**src/rtl/product_accumulator.sv**
```systemverilog
// Streaming product accumulator: sums groups of up to LEN unsigned products,
// closing early on in_last, and holds the group result until it is accepted.
module product_accumulator #(
   parameter int PROD_W = 20,
   parameter int ACC_W  = 22,
   parameter int LEN    = 8,
   parameter int CNT_W  = $clog2(LEN + 1)
) (
   input  logic              clk,
   input  logic              rst,
   input  logic              in_valid,
   output logic              in_ready,
   input  logic [PROD_W-1:0] in_product,
   input  logic              in_last,
   output logic              out_valid,
   input  logic              out_ready,
   output logic [ACC_W-1:0]  out_sum,
   output logic [CNT_W-1:0]  out_count,
   output logic              out_overflow
);

   typedef enum logic {ACCUM, HOLD} state_t;

   state_t             state, state_nxt;
   logic [ACC_W-1:0]   acc;
   logic [CNT_W-1:0]   cnt;
   logic               ovf;

   logic               accept;
   logic               close;
   logic               release_res;
   logic [ACC_W:0]     sum;
   logic [CNT_W-1:0]   cnt_inc;
   logic               ovf_nxt;

   // Handshake strobes are derived from the registered state only, so
   // in_ready/out_valid never depend combinationally on any input.
   always_comb begin
      state_nxt   = state;
      in_ready    = 1'b0;
      out_valid   = 1'b0;
      accept      = 1'b0;
      close       = 1'b0;
      release_res = 1'b0;
      sum         = {1'b0, acc} + (ACC_W + 1)'(in_product);
      cnt_inc     = cnt + 1'b1;
      ovf_nxt     = ovf | sum[ACC_W];
      case (state)
         ACCUM: begin
            in_ready = 1'b1;
            accept   = in_valid;
            close    = accept & (in_last | (cnt == CNT_W'(LEN - 1)));
            if (close) state_nxt = HOLD;
         end
         HOLD: begin
            out_valid   = 1'b1;
            release_res = out_ready;
            if (release_res) state_nxt = ACCUM;
         end
         default: state_nxt = ACCUM;
      endcase
   end

   always_ff @(posedge clk) begin
      if (rst) state <= ACCUM;
      else     state <= state_nxt;
   end

   always_ff @(posedge clk) begin
      if (rst) begin
         acc          <= '0;
         cnt          <= '0;
         ovf          <= 1'b0;
         out_sum      <= '0;
         out_count    <= '0;
         out_overflow <= 1'b0;
      end else if (accept) begin
         acc <= sum[ACC_W-1:0];
         cnt <= cnt_inc;
         ovf <= ovf_nxt;
         if (close) begin
            out_sum      <= sum[ACC_W-1:0];
            out_count    <= cnt_inc;
            out_overflow <= ovf_nxt;
         end
      end else if (release_res) begin
         acc <= '0;
         cnt <= '0;
         ovf <= 1'b0;
      end
   end

endmodule

```
**config.mk**
```make
export PLATFORM = sky130hd
export DESIGN_NAME = product_accumulator
export DESIGN_NICKNAME = d
export VERILOG_FILES = /design/src/rtl/product_accumulator.sv
export SDC_FILE = /design/constraint.sdc
export NUM_CORES = 1
export LEC_CHECK = 0
export ABC_AREA = 1
export CORE_ASPECT_RATIO = 1.75
export CORE_MARGIN = 2
export CORE_UTILIZATION = 45
export CTS_CLUSTER_SIZE = 12
export DETAILED_ROUTE_END_ITERATION = 6
export GPL_ROUTABILITY_DRIVEN = 0
export PLACE_DENSITY = 0.68
export SLEW_MARGIN = 0
export SYNTH_ARGS = -nofsm -noshare
export SYNTH_HDL_FRONTEND = slang
export SYNTH_SLANG_ARGS = --single-unit
```
**constraint.sdc**
```tcl
create_clock -name clk -period 2.2 [get_ports clk]
set_input_delay 0.44 -clock clk [delete_from_list [all_inputs] [get_ports clk]]
set_output_delay 0.44 -clock clk [all_outputs]
set_load 0.01 [all_outputs]
```
### Word level (Yosys, flattened, before mapping)

Index checks and enable logic that the tools add are counted.

* input bits: 25
* word-level logic and storage cells: 30
* bits in registers: 55
* output and inout bits: 29

* multiplexer cells: 14
* eq/ne operators: 1
* $add $sub $neg: 2
* bitwise operators: 4
* reductions and logical operators: 2

Operator list (number)
* two-way mux 22 bit: 2
* adder 22 x 20 -> 23 bit: 1
* two-way mux 1 bit: 9
* two-way mux 4 bit: 2
* adder 4 x 1 -> 4 bit, second input constant: 1
* equality test 4 x 3 -> 1 bit, second input constant: 1
* OR 1 bit: 2
* case mux 1 bit (2 select lines): 1
* AND reduction 2 bit: 1
* nonzero test 2 bit: 1
* bitwise AND 1 bit: 1
* NOT 1 bit: 1

### Logic depth before layout (Yosys ltp)

Gate-level depths: netlist of the first run.

* depth in word-level cells: 5
* gate-level depth with buffers: 14

### Worst setup path before layout of the first run

No wires, ideal clock.

* kind: input-to-reg
* start: input in_product[0]
* end: register out_sum[16]
* path slack: 260 ps
* data arrival time: 1832 ps
* setup time: 108 ps
* stages: 14
* cells stage by stage: ha_1 > inv_1 > fa_1 > inv_1 > nand3_1 > nand3_1 > nand2_1 > nand2_1 > nand2_1 > nand2_1 > nand2_1 > nand2_1 > a21o_1 > inv_1

* word-level cells in the longest chain between the ends: 1

Ends and longest elaborated chain
* from (decl): RTL line 13 `input logic [PROD_W-1:0] in_product,`
* adder 22 x 20 -> 23 bit: RTL line 45 `sum = {1'b0, acc} + (ACC_W + 1)'(in_product);`
* to (signal assigned): RTL line 82 `out_sum <= sum[ACC_W-1:0];`
* to (decl): RTL line 17 `output logic [ACC_W-1:0] out_sum,`

No other way between the ends.
A chain may end at the register's enable or synchronous reset.

### Worst setup path in the final report of the first run

* start: input in_product[5]
* end: register out_sum[17]

The elaborated chain is that of the path after synthesis.

==> results of run 1 <==
[worst paths after layout]
check                             endpoint                    start  slack, ns
setup / recovery  out_sum[17]$_SDFFE_PP0P_            in_product[5]       0.09
hold / removal     out_sum[0]$_SDFFE_PP0P_  out_sum[0]$_SDFFE_PP0P_       0.47
setup reg to reg  out_sum[17]$_SDFFE_PP0P_      acc[5]$_SDFFE_PP0P_       0.32
hold reg to reg    out_sum[0]$_SDFFE_PP0P_  out_sum[0]$_SDFFE_PP0P_       0.47
[worst max-delay path, delay by kind of cell]
kind | cells | cell delay [ns]
and+or+nand+nor | 10 | 1.05
adders and majority gates | 1 | 0.37
buffers and inverters | 2 | 0.44
[area by class of cell]
class | count | area, µm² | share of cell area
multi-input cells | 419 | 2150 | 0.445
flip-flops and latches | 55 | 1100 | 0.228
repair buffers | 106 | 978 | 0.203
inverters | 91 | 342 | 0.0707
clock buffers | 6 | 129 | 0.0267
well taps | 90 | 113 | 0.0233
clock inverters | 2 | 16.3 | 0.00337
[cell families (layout without fill, tap and decap cells)]
family,Yosys count,in the layout,synth area share
and+or+nand+nor,320,320,0.369
buffers and inverters,105,205,0.119
AOI/OAI and AO/OA,67,67,0.103
DFF,55,55,0.306
adders and majority gates,22,22,0.0787
xor gates and xnor gates,10,10,0.0244
[registers in the layout, summed over array words and instances (netlist names)]
register	count
out_count	4
state	1
out_overflow	1
out_sum	22
cnt	4
acc	22
ovf	1
[cells in the final DEF (no fill, tap or decap), types with 2 or more instances in the layout]
| cell type | count |
|---|---|
| nand3b_1 | 6 |
| dfxtp_1 | 55 |
| inv_2 | 5 |
| clkdlybuf4s50_1 | 53 |
| clkbuf_16 | 5 |
| or2_2 | 3 |
| xnor2_1 | 4 |
| nand2_4 | 2 |
| a21oi_4 | 2 |
| a21o_1 | 4 |
| buf_12 | 4 |
| o21ai_0 | 13 |
| o21ai_1 | 2 |
| nor2_1 | 55 |
| nand3_1 | 24 |
| ha_4 | 2 |
| xor2_1 | 6 |
| inv_1 | 86 |
| nor2_2 | 6 |
| buf_4 | 49 |
| ha_1 | 18 |
| nand2_2 | 9 |
| a21oi_1 | 42 |
| nand4_1 | 4 |
| nand3_2 | 5 |
| a211oi_1 | 2 |
| nor3_1 | 3 |
| nand2_1 | 200 |
[routing by layer]
metal,global-route usage,vias up
met5,0,-
met4,0.137,0
met3,0.0345,30
met2,0.420,87
met1,0.247,1730
li1,-,1985
[per-stage QoR]
stage	instances	setup slack (ns)	power [mW]	cell area [µm²]	setup TNS (ns)
after floorplan	579	0.260	1.78	3590	0
after global placement	761	-0.282	2.26	4600	-5.65
after detailed placement	761	-0.316	2.28	4600	-6.85
after CTS	769	0.00415	3.10	4740	0
after global routing	769	-0.0261	3.31	4830	-0.0865
final	769	0.0875	3.12	4830	0
[power breakdown]
part	total, mW	internal (mW)	leakage (nW)	switching, mW
Sequential	1.14	1.08	0.451	0.0551
Clock	0.818	0.428	0.0675	0.390
Combinational	1.17	0.547	1.95	0.620
Total	3.12	2.06	2.47	1.06
==> out/results.ini, run 1 <==
[synthesis]
syn_area_um2 = 3590
synth_largest_area_cell = dfxtp_1
ys_seq_area_frac = 0.306
yosys_warnings = 0
synth_area_leaders = dfxtp_1 31%, nand2_1 22%, inv_1 9.2%
syn_area_per_cell_um2 = 6.21
synth-edff-count = 0
synthCells = 579
yosysUniqueCellTypes = 33
synthMostInstantiatedCell = nand2_1
ys.flop_type = dfxtp_1
synth_common_cells = 206 x nand2_1, 88 x inv_1, 58 x nor2_1
synth_top_area_frac = 0.306
syn_nets = 626
async_reset_ff_frac = 0
ys_seq_elements = 55

[cells_and_area]
n_antenna_cell = 0
nNetsFinal = 725
drive_gt1_frac = 0.146
num-fill-cells = 751
post-route-util = 0.615
syn2layout_area_growth_pct = 34.4

[global_route]
grt_max_degree = 35
grt_pass1_wl_mm = 16.0
first_global_vias = 3685
grt_use_total = 0.231
overflow = 0
antenna_found_initial = 0

[routing]
ant_nets = 0
routed.top_layer = met4
met3_length_um = 450
drtIter0Drc = 164
wirelength_mm = 9.89
post-route-drc-count = 0
wl_met2_mm = 5.10
vias_per_cell = 4.98
drt-met1-wl_mm = 3.87
vias = 3832
wl_per_cell_um = 12.9
dr.pass1.iters = 4

[setup_path]
start_kind = primary input
reg2regPathDepth = 12
worst-setup-path-type = in2reg
arrival_ns = 2.31
cp_max_fo = 4
cpMostUsedCell = nand2_1
crit_required_ns = 2.40
end_kind = flop
path_cells = clkdlybuf4s50_1, ha_1, nand2_2, nor2_4, nand3_1, nand3_1, nand2_1, nand2_1, nand2_1, nand2_1, nand2_1, nand2_1, inv_1
max_stage_delay_ns = 0.40
crit_slowest_cell = clkdlybuf4s50_1

[timing]
slew_headroom = 0.816
fmax_mhz = 473
holdWs_ns = 0.468
fin_crit_sh = 0.960
hold_viol_final = 0
rsz0062_at_grt = yes
slew_violations = 0
worst_pin_slew_ns = 0.276
fin_crit_ns = 2.11
worst_clock_skew_ns = 0.00292
setup_viol = 0

[floorplanning]
core_um2 = 7860
fp.dieW_um = 71.6
start_util = 0.458
num_rows = 43
boundaryPins = 54
dieArea_um2 = 8750
die_h_um = 122

[clocking]
cts_made_buffers = 5
clockBufferDepth = 2
postCtsHoldBufs = 0
cts_root_buffer = clkbuf_16
clk_latency_ns = 0.30
cts.sinks = 55
h-tree-depth = 2
clk_pin_slew_ns = 0.07
post_cts_buffers = 0
cts_resized = 0
cts_tree = done

[power_and_ir_drop]
power_density_nw_per_um2 = 646
peakVddDrop_v = 0.000539
leakagePower_nw = 2.47

[placement]
dp_hpwl_mm = 7.60
numPortBuffers = 53

[hold_path]
worstHoldPathType = reg2reg
hold-path-cell-count = 2

[status]
status = completed

[job]
drv_cap = 0

(Power assumes the default switching activity.)
==> run 2, diff against run 1 <==
- clock period: 2.2 -> 2.1 ns (I/O delays scaled with it)
==> run 2 against run 1 <==
Effect of this change:
- sequential share of layout area decreased by 1.0 points
- setup slack improved by 0.0011 ns
- count of clock-buffer cells in the layout decreased by 1
- die area unchanged
- via count increased by 0.29%
- largest cell class unchanged
- highest routed layer unchanged
==> out/results.ini, run 2 (synthesized netlist as in run 1, its figures left out) <==
[clocking]
clockBufferDepth = 2
clk_pin_slew_ns = 0.08
postCtsHoldBufs = 0
cts_made_buffers = 5
cts_tree = done
clk_latency_ns = 0.30
cts_root_buffer = clkbuf_16
cts.sinks = 55
h-tree-depth = 2

[global_route]
grt_pass1_wl_mm = 15.9
overflow = 0
grt_max_degree = 35
first_global_vias = 3588
grt_use_total = 0.230
antenna_found_initial = 0

[routing]
vias = 3843
ant_nets = 0
vias_per_cell = 5.00
dr.pass1.iters = 4
drtIter0Drc = 165
wirelength_mm = 10.1
wl_per_cell_um = 13.1
post-route-drc-count = 0

[cells_and_area]
top_regs = acc: 22 flops, out_sum: 22 flops
num-fill-cells = 739
final_cell_mix = 192 x nand2_1, 86 x inv_1, 55 x dfxtp_1, 49 x clkdlybuf4s50_1, 49 x buf_4
nNetsFinal = 725
instances_no_fill = 769
n_antenna_cell = 0
drive_gt1_frac = 0.191
final_common_cell = nand2_1
syn2layout_area_growth_pct = 40.5
post-route-util = 0.643

[floorplanning]
num_rows = 43
boundaryPins = 54
fp.dieW_um = 71.6
start_util = 0.458
core_um2 = 7860
die_h_um = 122
dieArea_um2 = 8750

[power_and_ir_drop]
pwr-share-clk = 0.261
peakVddDrop_v = 0.000587
totalPowerFinal_mw = 3.39
leakagePower_nw = 2.54
p_switching_mw = 1.18
p_int_mw = 2.21
p_comb_frac = 0.385
power_density_nw_per_um2 = 671
swShare = 0.348
sequentialPowerShare = 0.353

[timing]
worst_clock_skew_ns = 0.00699
fin_crit_ns = 2.01
slew_violations = 0
setup_viol = 0
fin_ws_ns = 0.0886
worst_pin_slew_ns = 0.256
fmax_mhz = 497
hold_viol_final = 0
slew_headroom = 0.829
fin_crit_sh = 0.958
holdWs_ns = 0.464

[setup_path]
cp_max_fo = 4
arrival_ns = 2.22
worst-setup-path-type = in2reg
crit_required_ns = 2.30
reg2regPathDepth = 10
start_kind = primary input
end_kind = flop

[placement]
dp_cells = 759
pre_cts_slack_ns = -0.420
dp_hpwl_mm = 7.48
numPortBuffers = 53

[job]
drv_cap = 0

[hold_path]
hold-path-cell-count = 2
worstHoldPathType = reg2reg

[status]
status = completed

==> run 2: cell types whose count changed in the layout (fill, tap and decap cells not counted), moves of 2 or more <==
cell and delta:
a21oi_1 -3, a21oi_2 +3, clkdlybuf4s50_1 -4, dlymetal6s2s_1 +4, ha_1 -9, ha_4 +9
nand2_1 -8, nand2_2 +7, nor2_1 -7, nor2_2 +5, nor2_4 +2
==> run 2: power by group through the flow <==
stage | clock, mW | sequential [mW] | combinational (mW)
after floorplan | 0 | 1.22 | 0.654
after global placement | 0 | 1.21 | 1.15
after detailed placement | 0 | 1.21 | 1.17
after CTS | 0.902 | 1.19 | 1.18
after global routing | 0.935 | 1.21 | 1.45
final | 0.886 | 1.20 | 1.31
==> run 2: critical path, stage by stage <==
cell	delay, ns
clkdlybuf4s50_1	0.42
ha_1	0.37
nand2_1	0.08
inv_1	0.10
nand2_1	0.12
nor2_2	0.14
nand3b_1	0.17
nand3_1	0.13
nand2_1	0.07
nand2_1	0.07
nand2_1	0.05
nand2_1	0.05
inv_1	0.03
==> run 2: final timing paths <==
check	from	slack (ns)	endpoint
setup / recovery	in_product[14]	0.09	out_sum[18]$_SDFFE_PP0P_
hold / removal	out_sum[0]$_SDFFE_PP0P_	0.46	out_sum[0]$_SDFFE_PP0P_
setup reg to reg	acc[0]$_SDFFE_PP0P_	0.26	acc[4]$_SDFFE_PP0P_
hold reg to reg	out_sum[0]$_SDFFE_PP0P_	0.46	out_sum[0]$_SDFFE_PP0P_
==> run 2: layer usage <==
layer | wire (µm) | vias to the layer above | track usage
met5 | 0 | - | 0
met4 | 429 | 0 | 0.111
met3 | 352 | 25 | 0.0337
met2 | 5290 | 74 | 0.427
met1 | 3980 | 1762 | 0.249
li1 | - | 1982 | -
==> run 2: area by class of cell <==
type                       count  area, µm²  area share
multi-input combinational    419       2350       0.466
sequential                    55       1100       0.218
timing repair buffer         106        988       0.196
inverter                      91        342      0.0676
clock buffer                   5        125      0.0248
tap                           90        113      0.0223
clock inverter                 3       27.5     0.00545
==> run 2: through the flow <==
step | setup TNS, ns | area [µm²]
global route | -0.0186 | 5050
floorplan | 0 | 3590
detailed placement | -10.31 | 4580
finish | 0 | 5050
CTS | 0 | 4750
global placement | -8.77 | 4580
==> run 2: timing repair <==
action                                  CTS  global route
pin swaps                                 0            15
endpoints found under the setup margin   12            30
buffers inserted                          0             2
gates resized for setup                   4            55
==> variant (config.mk and constraints of run 2) <==
`PROD_W`: 20 -> 10.
--- a/src/rtl/product_accumulator.sv
+++ b/src/rtl/product_accumulator.sv
@@ -3,3 +3,3 @@
 module product_accumulator #(
-   parameter int PROD_W = 20,
+   parameter int PROD_W = 10,
    parameter int ACC_W  = 22,
Interface: changed (resized in_product); port bits go from 54 to 44. No check against the original RTL was run, so the function may have changed too.
==> variant against run 2 <==
Count of clock-buffer cells in the layout rose by 1. Sequential power fell by 4%. Sequential cell count did not move. Worst hold slack barely moved. Final cell count fell by 16%. Total power fell by 16%. Wire length fell by 18%. Synthesized area fell by 12%. Core utilization fell by 2.3 points. Global-route usage barely moved. Worst setup slack improved by 0.014 ns. Final area fell by 16%. Largest cell class unchanged. Highest routed layer unchanged.
==> variant: results (changes against run 2) <==
[power]
power_switching_w = 0.0008155  ; -31%
p_per_area_nw_per_um2 = 675.2  ; +0.67%
comb-power_w = 0.000710  ; -46%

[layout]
seq_cell_count = 55  ; unchanged
multi_input_gates = 352  ; -16%
drive_gt1_share_pct = 17.73  ; -1.4 points
clkbuf_count = 6  ; +1
buf_share_pct = 16.86  ; -2.7 points
fillCellCount = 689  ; -6.8%
nets = 590  ; -19%
multi_input_area_um2 = 1857  ; -21%

[synth]
syn_nets = 521  ; -17%
synth_area_leaders = dfxtp_1 (35%), nand2_1 (20%), inv_1 (8.2%)
seq_area_frac_synth_pct = 34.93  ; +4.3 points

[route]
dr_wl_met2_mm = 4.379  ; -17%
wl_met1_mm = 3.303  ; -17%
routed-via-count = 3183  ; -17%

[clock_tree]
cts-resized-gates = 6  ; +2

[outcome]
status = finished clean

[placed_design]
placed_cells = 640  ; -16%
io_buffers = 43  ; -19%

[critical_path]
slowest_delay_ns = 0.50  ; +0.08 ns

[grt]
grt_use_met3_pct = 3.638  ; +0.27 points
grt_pass1_vias = 3058  ; -15%
grt_use_met1_pct = 25.44  ; +0.55 points
grt_max_degree = 49  ; +40%

## variant: cell types whose count changed in the layout (fill, tap and decap cells not counted), sizes merged, moves of 3 or more
cell	delta
a21o	-3
a21oi	-6
buf	-20
clkdlybuf4s50	-8
ha	-10
inv	-19
nand2	-38
nand3	+5
nand3b	-4
nor2	-11
o211ai	+3
## variant: final timing paths
| path | startpoint | to | slack [ns] | cells after the start |
|---|---|---|---|---|
| worst min register to register | out_count[2] | out_count[2] | 0.46 | 2 |
| worst max-delay path | in_product[7] | out_sum[16] | 0.10 | 13 |
| worst max register to register | acc[0] | acc[16] | 0.20 | 13 |
| worst min-delay path | out_count[2] | out_count[2] | 0.46 | 2 |
## variant: cell families (layout without fill, tap and decap cells)
kind of cell	Yosys count	in the layout	synth area share, %
AO/OA/AOI/OAI	64	64	11.08
XOR/XNOR	9	9	2.501
adder cells (fa/ha/maj)	12	12	5.002
buffers and inverters	87	157	11.04
flip-flops	55	55	34.93
AND/OR/NAND/NOR	267	267	35.45
